File: src/rtl/mem_arbiter_pkg.sv
// Shared definitions for the instruction/data memory arbiter.
// Holds the FSM encoding, grant identifiers and the default access timeout.
package mem_arbiter_pkg;

    typedef enum logic [1:0] {
        ST_IDLE     = 2'd0,
        ST_GRANT_IF = 2'd1,
        ST_GRANT_D  = 2'd2
    } state_t;

    typedef enum logic {
        GNT_IF = 1'b0,
        GNT_D  = 1'b1
    } gnt_t;

    localparam int TIMEOUT_DEFAULT = 16;

endpackage

File: src/rtl/mem_arb_timer.sv
// Wait counter for a granted access: cleared on clr, counts on en, flags the last allowed cycle.
// Latency: expired is a combinational decode of the registered count; no backpressure.
module mem_arb_timer #(
    parameter int TIMEOUT = 16
) (
    input  logic clk,
    input  logic rst,
    input  logic clr,
    input  logic en,
    output logic expired
);

    logic [7:0] cnt_q, cnt_d;

    always_comb begin
        cnt_d = cnt_q;
        if (clr) begin
            cnt_d = 8'd0;
        end else if (en) begin
            cnt_d = cnt_q + 8'd1;
        end
    end

    always_ff @(posedge clk or posedge rst) begin
        if (rst) begin
            cnt_q <= 8'd0;
        end else begin
            cnt_q <= cnt_d;
        end
    end

    assign expired = (cnt_q == 8'(TIMEOUT - 1));

endmodule

File: src/rtl/mem_arbiter.sv
// Round-robin arbiter sharing one memory port between instruction fetch and data access.
// Grant one cycle after request; ack/err one cycle after mem_ack/timeout; requesters hold req until ack/err.
module mem_arbiter
    import mem_arbiter_pkg::*;
#(
    parameter int TIMEOUT = TIMEOUT_DEFAULT
) (
    input  logic        clk,
    input  logic        reset,
    input  logic        if_req,
    input  logic [63:0] if_addr,
    output logic        if_ack,
    output logic        if_err,
    output logic [31:0] if_rdata,
    input  logic        d_req,
    input  logic        d_we,
    input  logic [63:0] d_addr,
    input  logic [63:0] d_wdata,
    output logic        d_ack,
    output logic        d_err,
    output logic [63:0] d_rdata,
    output logic        mem_req,
    output logic        mem_we,
    output logic [63:0] mem_addr,
    output logic [63:0] mem_wdata,
    input  logic [63:0] mem_rdata,
    input  logic        mem_ack
);

    state_t      state_q, state_d;
    gnt_t        last_q, last_d;
    logic        mem_req_q, mem_req_d;
    logic        mem_we_q, mem_we_d;
    logic [63:0] mem_addr_q, mem_addr_d;
    logic [63:0] mem_wdata_q, mem_wdata_d;
    logic        if_ack_q, if_ack_d;
    logic        if_err_q, if_err_d;
    logic [31:0] if_rdata_q, if_rdata_d;
    logic        d_ack_q, d_ack_d;
    logic        d_err_q, d_err_d;
    logic [63:0] d_rdata_q, d_rdata_d;
    logic        if_elig, d_elig, expired;

    mem_arb_timer #(.TIMEOUT(TIMEOUT)) u_timer (
        .clk     (clk),
        .rst     (reset),
        .clr     (state_q == ST_IDLE),
        .en      ((state_q != ST_IDLE) && !mem_ack),
        .expired (expired)
    );

    // A requester whose completion is visible this cycle is still holding req; don't re-grant it.
    assign if_elig = if_req && !if_ack_q && !if_err_q;
    assign d_elig  = d_req && !d_ack_q && !d_err_q;

    always_comb begin
        state_d     = state_q;
        last_d      = last_q;
        mem_req_d   = mem_req_q;
        mem_we_d    = mem_we_q;
        mem_addr_d  = mem_addr_q;
        mem_wdata_d = mem_wdata_q;
        if_ack_d    = 1'b0;
        if_err_d    = 1'b0;
        if_rdata_d  = if_rdata_q;
        d_ack_d     = 1'b0;
        d_err_d     = 1'b0;
        d_rdata_d   = d_rdata_q;
        case (state_q)
            ST_IDLE: begin
                if (if_elig && (!d_elig || last_q == GNT_D)) begin
                    state_d     = ST_GRANT_IF;
                    mem_req_d   = 1'b1;
                    mem_we_d    = 1'b0;
                    mem_addr_d  = if_addr;
                    mem_wdata_d = 64'd0;
                end else if (d_elig) begin
                    state_d     = ST_GRANT_D;
                    mem_req_d   = 1'b1;
                    mem_we_d    = d_we;
                    mem_addr_d  = d_addr;
                    mem_wdata_d = d_wdata;
                end
            end
            ST_GRANT_IF: begin
                if (mem_ack) begin
                    state_d    = ST_IDLE;
                    mem_req_d  = 1'b0;
                    if_ack_d   = 1'b1;
                    if_rdata_d = mem_rdata[31:0];
                    last_d     = GNT_IF;
                end else if (expired) begin
                    state_d   = ST_IDLE;
                    mem_req_d = 1'b0;
                    if_err_d  = 1'b1;
                    last_d    = GNT_IF;
                end
            end
            ST_GRANT_D: begin
                if (mem_ack) begin
                    state_d   = ST_IDLE;
                    mem_req_d = 1'b0;
                    d_ack_d   = 1'b1;
                    d_rdata_d = mem_rdata;
                    last_d    = GNT_D;
                end else if (expired) begin
                    state_d   = ST_IDLE;
                    mem_req_d = 1'b0;
                    d_err_d   = 1'b1;
                    last_d    = GNT_D;
                end
            end
            default: begin
                state_d   = ST_IDLE;
                mem_req_d = 1'b0;
            end
        endcase
    end

    // Reset leaves last grant at IF so the first tie goes to data.
    always_ff @(posedge clk or posedge reset) begin
        if (reset) begin
            state_q     <= ST_IDLE;
            last_q      <= GNT_IF;
            mem_req_q   <= 1'b0;
            mem_we_q    <= 1'b0;
            mem_addr_q  <= 64'd0;
            mem_wdata_q <= 64'd0;
            if_ack_q    <= 1'b0;
            if_err_q    <= 1'b0;
            if_rdata_q  <= 32'd0;
            d_ack_q     <= 1'b0;
            d_err_q     <= 1'b0;
            d_rdata_q   <= 64'd0;
        end else begin
            state_q     <= state_d;
            last_q      <= last_d;
            mem_req_q   <= mem_req_d;
            mem_we_q    <= mem_we_d;
            mem_addr_q  <= mem_addr_d;
            mem_wdata_q <= mem_wdata_d;
            if_ack_q    <= if_ack_d;
            if_err_q    <= if_err_d;
            if_rdata_q  <= if_rdata_d;
            d_ack_q     <= d_ack_d;
            d_err_q     <= d_err_d;
            d_rdata_q   <= d_rdata_d;
        end
    end

    assign mem_req   = mem_req_q;
    assign mem_we    = mem_we_q;
    assign mem_addr  = mem_addr_q;
    assign mem_wdata = mem_wdata_q;
    assign if_ack    = if_ack_q;
    assign if_err    = if_err_q;
    assign if_rdata  = if_rdata_q;
    assign d_ack     = d_ack_q;
    assign d_err     = d_err_q;
    assign d_rdata   = d_rdata_q;

endmodule

File: config.mk
export PLATFORM = sky130hd
export DESIGN_NAME = mem_arbiter
export DESIGN_NICKNAME = d
export VERILOG_FILES = /design/src/rtl/mem_arbiter_pkg.sv /design/src/rtl/mem_arb_timer.sv /design/src/rtl/mem_arbiter.sv
export SDC_FILE = /design/constraint.sdc
export NUM_CORES = 1
export LEC_CHECK = 0
export CAP_MARGIN = 20
export CELL_PAD_IN_SITES_DETAIL_PLACEMENT = 0
export CELL_PAD_IN_SITES_GLOBAL_PLACEMENT = 2
export CORE_MARGIN = 3
export CORE_UTILIZATION = 24
export CTS_BUF_LIST = sky130_fd_sc_hd__clkbuf_16
export CTS_CLUSTER_SIZE = 8
export DETAILED_ROUTE_END_ITERATION = 12
export PLACE_DENSITY_LB_ADDON = 0.1
export SYNTH_ARGS = -nofsm -noshare
export SYNTH_HDL_FRONTEND = slang
export SYNTH_SLANG_ARGS = --single-unit
export TNS_END_PERCENT = 5
File: constraint.sdc
create_clock -name clk -period 10 [get_ports clk]
set_input_delay 2 -clock clk [delete_from_list [all_inputs] [get_ports clk]]
set_output_delay 2 -clock clk [all_outputs]
set_load 0.02 [all_outputs]
==> results of run 1 <==
[metrics by stage]
stage	instance area, um^2	hold WS [ns]	util [%]	instances
6_report	15900	0.479	40.9	1720
5_1_grt	15900	0.493	40.9	1720
4_1_cts	15900	0.486	40.8	1717
3_5_place_dp	14900	0.474	38.4	1674
3_3_place_gp	14900	0.466	38.4	1674
2_1_floorplan	9530	0.478	-	704
[worst paths after layout]
| check | startpoint | end | slack (ns) | depth (start not counted) |
|---|---|---|---|---|
| setup / recovery | d_req | mem_addr[31] | 5.78 | 6 |
| hold / removal | mem_addr[1] | mem_addr[1] | 0.48 | 2 |
| setup reg to reg | state_q[0] | mem_wdata[54] | 7.25 | 7 |
| hold reg to reg | mem_addr[1] | mem_addr[1] | 0.48 | 2 |
| max in group asynchronous | reset | mem_addr[13] | 6.41 | 3 |
| min in group asynchronous | reset | mem_addr[49] | 2.03 | 2 |
[per-layer routing]
metal / vias up / part of all wire [%]
li1: 3480 / -
met1: 3545 / 38
met2: 306 / 48
met3: 54 / 11
met4: 4 / 2.2
met5: - / 0.069
[final cells by class]
type                    count  share of cell area [%]
diodes                      2                  0.0314
clock buffers              37                    5.82
clock inverters             6                   0.212
inverters                   8                   0.236
multi-input cells         408                    20.3
flip-flops and latches    241                    37.9
well taps                 518                    4.07
repair buffers            500                    31.4
[sequential cells by signal (all words and copies together), names as in the netlist, 2 cells and up]
signal         count
d_rdata           64
if_rdata          32
mem_addr          64
mem_wdata         64
state_q            2
u_timer.cnt_q      8
[report_power, final]
group / switching, uW / internal [uW] / total, uW
combinational: 1340 / 1260 / 2600
sequential: 242 / 1450 / 1690
clock: 428 / 651 / 1080
[kinds of logic (layout without fill, tap and decap cells)]
kind of cell,after synthesis,after routing
flip-flops,241,241
other,0,2
buffers and inverters,55,551
AND/OR/NAND/NOR,95,95
AO/OA/AOI/OAI,143,143
adder cells (fa/ha/maj),4,4
multiplexers,161,161
XOR/XNOR,5,5
[synth_stat cells (2+ instances only)]
cell      instances
nand3_1           2
nor2_1            8
a41oi_1           2
or3_1             2
mux2_2           47
inv_1             8
a22o_1           66
o21ai_2           2
clkbuf_1         22
mux2_1           49
o21ai_0           3
nor3_1            4
o21ai_1          65
buf_6             6
nand2_1          70
a21o_1            2
mux2i_1          65
xor2_1            3
buf_2            16
dfrtp_1         241
ha_1              4
a21oi_1           2
buf_4             3
xnor2_1           2
[tightest hold or removal path: stages (launching register included)]
cell and delay (ns):
dfrtp_1 0.33, nand2_1 0.05, o21ai_1 0.06
==> impl_metrics.py, run 1 <==
metrics = {
    "synth": {
        "synthMuxAreaShare_pct": 18.2,
        "synth_area_per_cell_um2": 13.5,
        "synth_fa_ha_area_share_pct": 0.525,
        "synth_top_family_by_area": "multiplexers",
        "yosysSeqAreaShare_pct": 63.3,
        "synth_compound_area_share_pct": 10.4,
        "synth_edf_count": 0,
        "post_synth_and_or_nand_nor_area_fraction_pct": 4.25,
        "netlist_instances": 704,
        "ys_ff_latch": 241,
        "synth_xor_area_share_pct": 0.459,
        "yosys_warnings": 0,
        "syn-cell-area_um2": 9530,
        "ys.flop_type": "dfrtp_1",
        "syn_nets": 970,
        "synth_top_area_share_pct": 63.3,
        "synth.distinct_cells": 34,
        "ys_async_sr_fraction_pct": 100,
        "ys_top_cells_by_area": "dfrtp_1 63%, mux2i_1 6.8%, a22o_1 6.1%, mux2_1 5.8%, mux2_2 5.6%",
        "synth.largest_area_cell": "dfrtp_1",
    },
    "finish": {
        "drive_gt1_share_pct": 8.50,
        "syn_to_final_growth_pct": 67.0,
        "nets": 1461,
        "multi_input_area_um2": 3240,
        "fillers": 3771,
        "final_cell_mix": "491 x clkdlybuf4s50_1, 241 x dfrtp_1, 69 x nand2_1, 66 x a22o_1",
        "layout_commonest_cell": "clkdlybuf4s50_1",
        "seqCellArea_um2": 6030,
    },
    "cts": {
        "path_clk_slew_ns": 0.05,
        "cts_resized": 0,
        "htreeDepth": 2,
        "cts.sinks": 241,
        "cts_buffers": 36,
        "worstSkewPairLatency_ns": 0.53,
        "post-cts-setup-buffer-count": 0,
        "cts_root_buffer": "clkbuf_16",
        "cts_tree": "yes",
        "clk_path_buf_depth": 3,
        "ctsHoldBuffers": 0,
    },
    "floorplan": {
        "rows": 72,
        "dieArea_um2": 42100,
        "fp.dieH_um": 205,
        "initial_core_util_pct": 24.5,
        "ioPinCount": 492,
        "core-area_um2": 38900,
        "dieWidth_um": 205,
    },
    "drt": {
        "drtIter0Drc": 312,
        "dr.pass1.iters": 4,
        "drc_errors": 0,
        "routed_wl_um": 34900,
        "routedWlPerCell_um": 20.3,
        "num_vias": 7389,
        "viasPerCell": 4.30,
        "antenna_left": 0,
    },
    "global_routing": {
        "grt_use_met2_pct": 26.5,
        "grtUsageTotal_pct": 15.9,
        "grt_pass1_wl_um": 50600,
        "grt_pass1_vias": 7755,
        "met3_usage_pct": 7.28,
        "met1_usage_pct": 18.3,
        "grt_start_max_net_pins": 130,
        "busiest_layer": "met2",
        "antenna_found_initial": 4,
        "grt.overflow.total": 0,
    },
    "worst_setup_path": {
        "arrival_ns": 4.61,
        "cp_top_family": "buffers and inverters",
        "crit_path_top_delay_cell": "buf_4",
        "crit_buf_inv": 2,
        "critPathLaunchType": "input pin",
        "crit_required_ns": 10.39,
        "critPathKind": "in -> reg",
        "cp_max_fo": 58,
        "worstSetupEndpointType": "flip-flop",
        "critPathMaxStageDelay_ns": 0.86,
        "crit_chain": "clkdlybuf4s50_1 > or3b_1 > o21ai_4 > buf_4 > mux2i_1 > o21ai_1",
    },
    "place": {
        "dp_slack_ns": 5.10,
        "place.gp.congestion": 0.735,
        "portBuffers": 491,
        "post-dp-hpwl_um": 25100,
    },
    "job": {
        "maxCapViolations": 0,
    },
    "sta": {
        "tns_ns": 0,
        "slew_violations": 0,
        "tightest_slew_ns": 1.09,
        "timing.final.crit_share_pct": 42.2,
        "skew_ns": 0.0188,
        "rsz0062_at_grt": "no",
        "fin_ws_ns": 5.78,
        "relSlewSlack_pct": 27.1,
        "setup_viol": 0,
        "finalHoldViolCount": 0,
        "min_period_ns": 4.22,
        "timing.fmax_mhz": 237,
    },
    "power": {
        "powerDensity_nw_per_um2": 337,
        "peakVddDrop_mv": 0.192,
        "power.total_uw": 5370,
        "cellLeakagePower_uw": 0.00691,
    },
    "worst_hold_path": {
        "worstHoldPathType": "reg -> reg",
    },
    "status": {
        "outcome": "complete, no violations",
    },
}
(Power assumes the default switching activity.)
==> inputs of run 2 (changes only) <==
Settings changed: CORE_UTILIZATION 24 to 22.
Clock period 10 ns to 3.6 ns, I/O delays scaled along.
==> impl_metrics.py, run 2 (synthesis results as in run 1) <==
metrics = {
    "status": {
        "outcome": "complete, no violations",
    },
    "place": {
        "place.gp.congestion": 0.775,
        "portBuffers": 491,
        "post-dp-hpwl_um": 25700,
    },
    "worst_hold_path": {
        "worstHoldPathType": "reg -> reg",
    },
    "floorplan": {
        "initial_core_util_pct": 22.5,
        "dieArea_um2": 45900,
        "dieWidth_um": 214,
        "fp.dieH_um": 214,
        "rows": 75,
        "core-area_um2": 42400,
        "ioPinCount": 492,
    },
    "sta": {
        "timing.final.crit_share_pct": 64.2,
        "finalHoldViolCount": 0,
        "timing.fmax_mhz": 433,
        "rsz0062_at_grt": "no",
        "tightest_slew_ns": 0.611,
        "skew_ns": 0.00963,
        "tns_ns": 0,
        "relSlewSlack_pct": 59.2,
        "min_period_ns": 2.31,
        "setup_viol": 0,
        "slew_violations": 0,
    },
    "global_routing": {
        "grt.overflow.total": 0,
        "grt_pass1_wl_um": 54900,
        "antenna_found_initial": 6,
        "grtUsageTotal_pct": 15.6,
        "grt_start_max_net_pins": 124,
        "grt_pass1_vias": 8107,
    },
    "cts": {
        "post-cts-setup-buffer-count": 0,
        "clk_path_buf_depth": 3,
        "cts.sinks": 241,
        "cts_resized": 0,
        "htreeDepth": 2,
        "cts_tree": "yes",
        "cts_buffers": 36,
        "worstSkewPairLatency_ns": 0.53,
        "path_clk_slew_ns": 0.05,
        "cts_root_buffer": "clkbuf_16",
        "ctsHoldBuffers": 0,
    },
    "finish": {
        "final_cell_mix": "491 x clkdlybuf4s50_1, 241 x dfrtp_1, 69 x nand2_1, 66 x a22o_1",
        "drive_gt1_share_pct": 8.78,
        "fillers": 4186,
        "syn_to_final_growth_pct": 69.0,
        "seqCellArea_um2": 6030,
        "multi_input_area_um2": 3240,
        "nets": 1466,
        "layout_commonest_cell": "clkdlybuf4s50_1",
    },
    "drt": {
        "viasPerCell": 4.16,
        "routedWlPerCell_um": 20.1,
        "drc_errors": 0,
        "dr.pass1.iters": 4,
        "antenna_left": 0,
        "num_vias": 7435,
        "routed_wl_um": 36000,
        "drtIter0Drc": 258,
    },
    "worst_setup_path": {
        "crit_path_top_delay_cell": "clkdlybuf4s50_1",
        "critPathMaxStageDelay_ns": 0.71,
        "arrival_ns": 1.59,
        "crit_required_ns": 2.88,
        "worstSetupEndpointType": "output port",
        "cp_top_family": "buffers and inverters",
        "crit_buf_inv": 1,
        "crit_chain": "clkdlybuf4s50_1",
        "critPathLaunchType": "flip-flop",
        "critPathKind": "reg -> out",
        "cp_max_fo": 2,
    },
    "power": {
        "cellLeakagePower_uw": 0.00697,
        "seqPwrFrac_pct": 31.5,
        "power.total_uw": 15000,
        "peakVddDrop_mv": 0.422,
        "intPower_uw": 9350,
        "power.switching_uw": 5630,
        "p_sw_share_pct": 37.6,
        "powerDensity_nw_per_um2": 930,
        "clockPowerShare_pct": 20.2,
        "combPwrFrac_pct": 48.3,
    },
    "job": {
        "maxCapViolations": 0,
    },
}
[run 2: path summary, 6_finish.rpt]
check	slack (ns)	startpoint	depth (start not counted)	to
setup / recovery	1.29	mem_wdata[47]	1	mem_wdata[47]
hold / removal	0.48	mem_addr[10]	2	mem_addr[10]
setup reg to reg	1.43	state_q[0]	5	mem_wdata[50]
hold reg to reg	0.48	mem_addr[10]	2	mem_addr[10]
max in group asynchronous	2.16	reset	3	mem_wdata[43]
min in group asynchronous	0.64	reset	2	mem_wdata[56]
[run 2: stage by stage]
step / instance area (um^2) / setup WS [ns] / hold slack (ns) / instances / utilization (%)
after global placement: 15100 / 0.853 / 0.468 / 1739 / 35.7
after detailed placement: 15100 / 0.812 / 0.474 / 1739 / 35.7
after CTS: 16100 / 1.23 / 0.486 / 1784 / 37.9
final: 16100 / 1.29 / 0.478 / 1789 / 38.0
after floorplan: 9540 / -0.282 / 0.478 / 704 / -
after global routing: 16100 / 1.18 / 0.505 / 1788 / 38.0
[run 2: cell type report]
type                       count  area share, %
clock inverter                 8          0.249
antenna                        5         0.0777
inverter                       8          0.210
tap                          577           4.48
sequential                   241           37.4
multi-input combinational    408           20.1
timing repair buffer         505           31.7
clock buffer                  37           5.75
[run 2: power groups by stage]
stage	logic, uW	clock network (uW)	registers (uW)
2_1_floorplan	2050	0	6290
3_3_place_gp	7380	0	4710
3_5_place_dp	7380	0	4740
4_1_cts	7400	3190	4730
5_1_grt	7700	3310	4910
6_report	7230	3030	4720
[run 2: layer usage]
metal	vias up	wire length, um	GRT usage (%)
met1	3602	14300	18.3
met4	4	831	5.57
met2	282	17400	25.7
li1	3495	-	-
met5	-	23	0
met3	52	3450	6.67
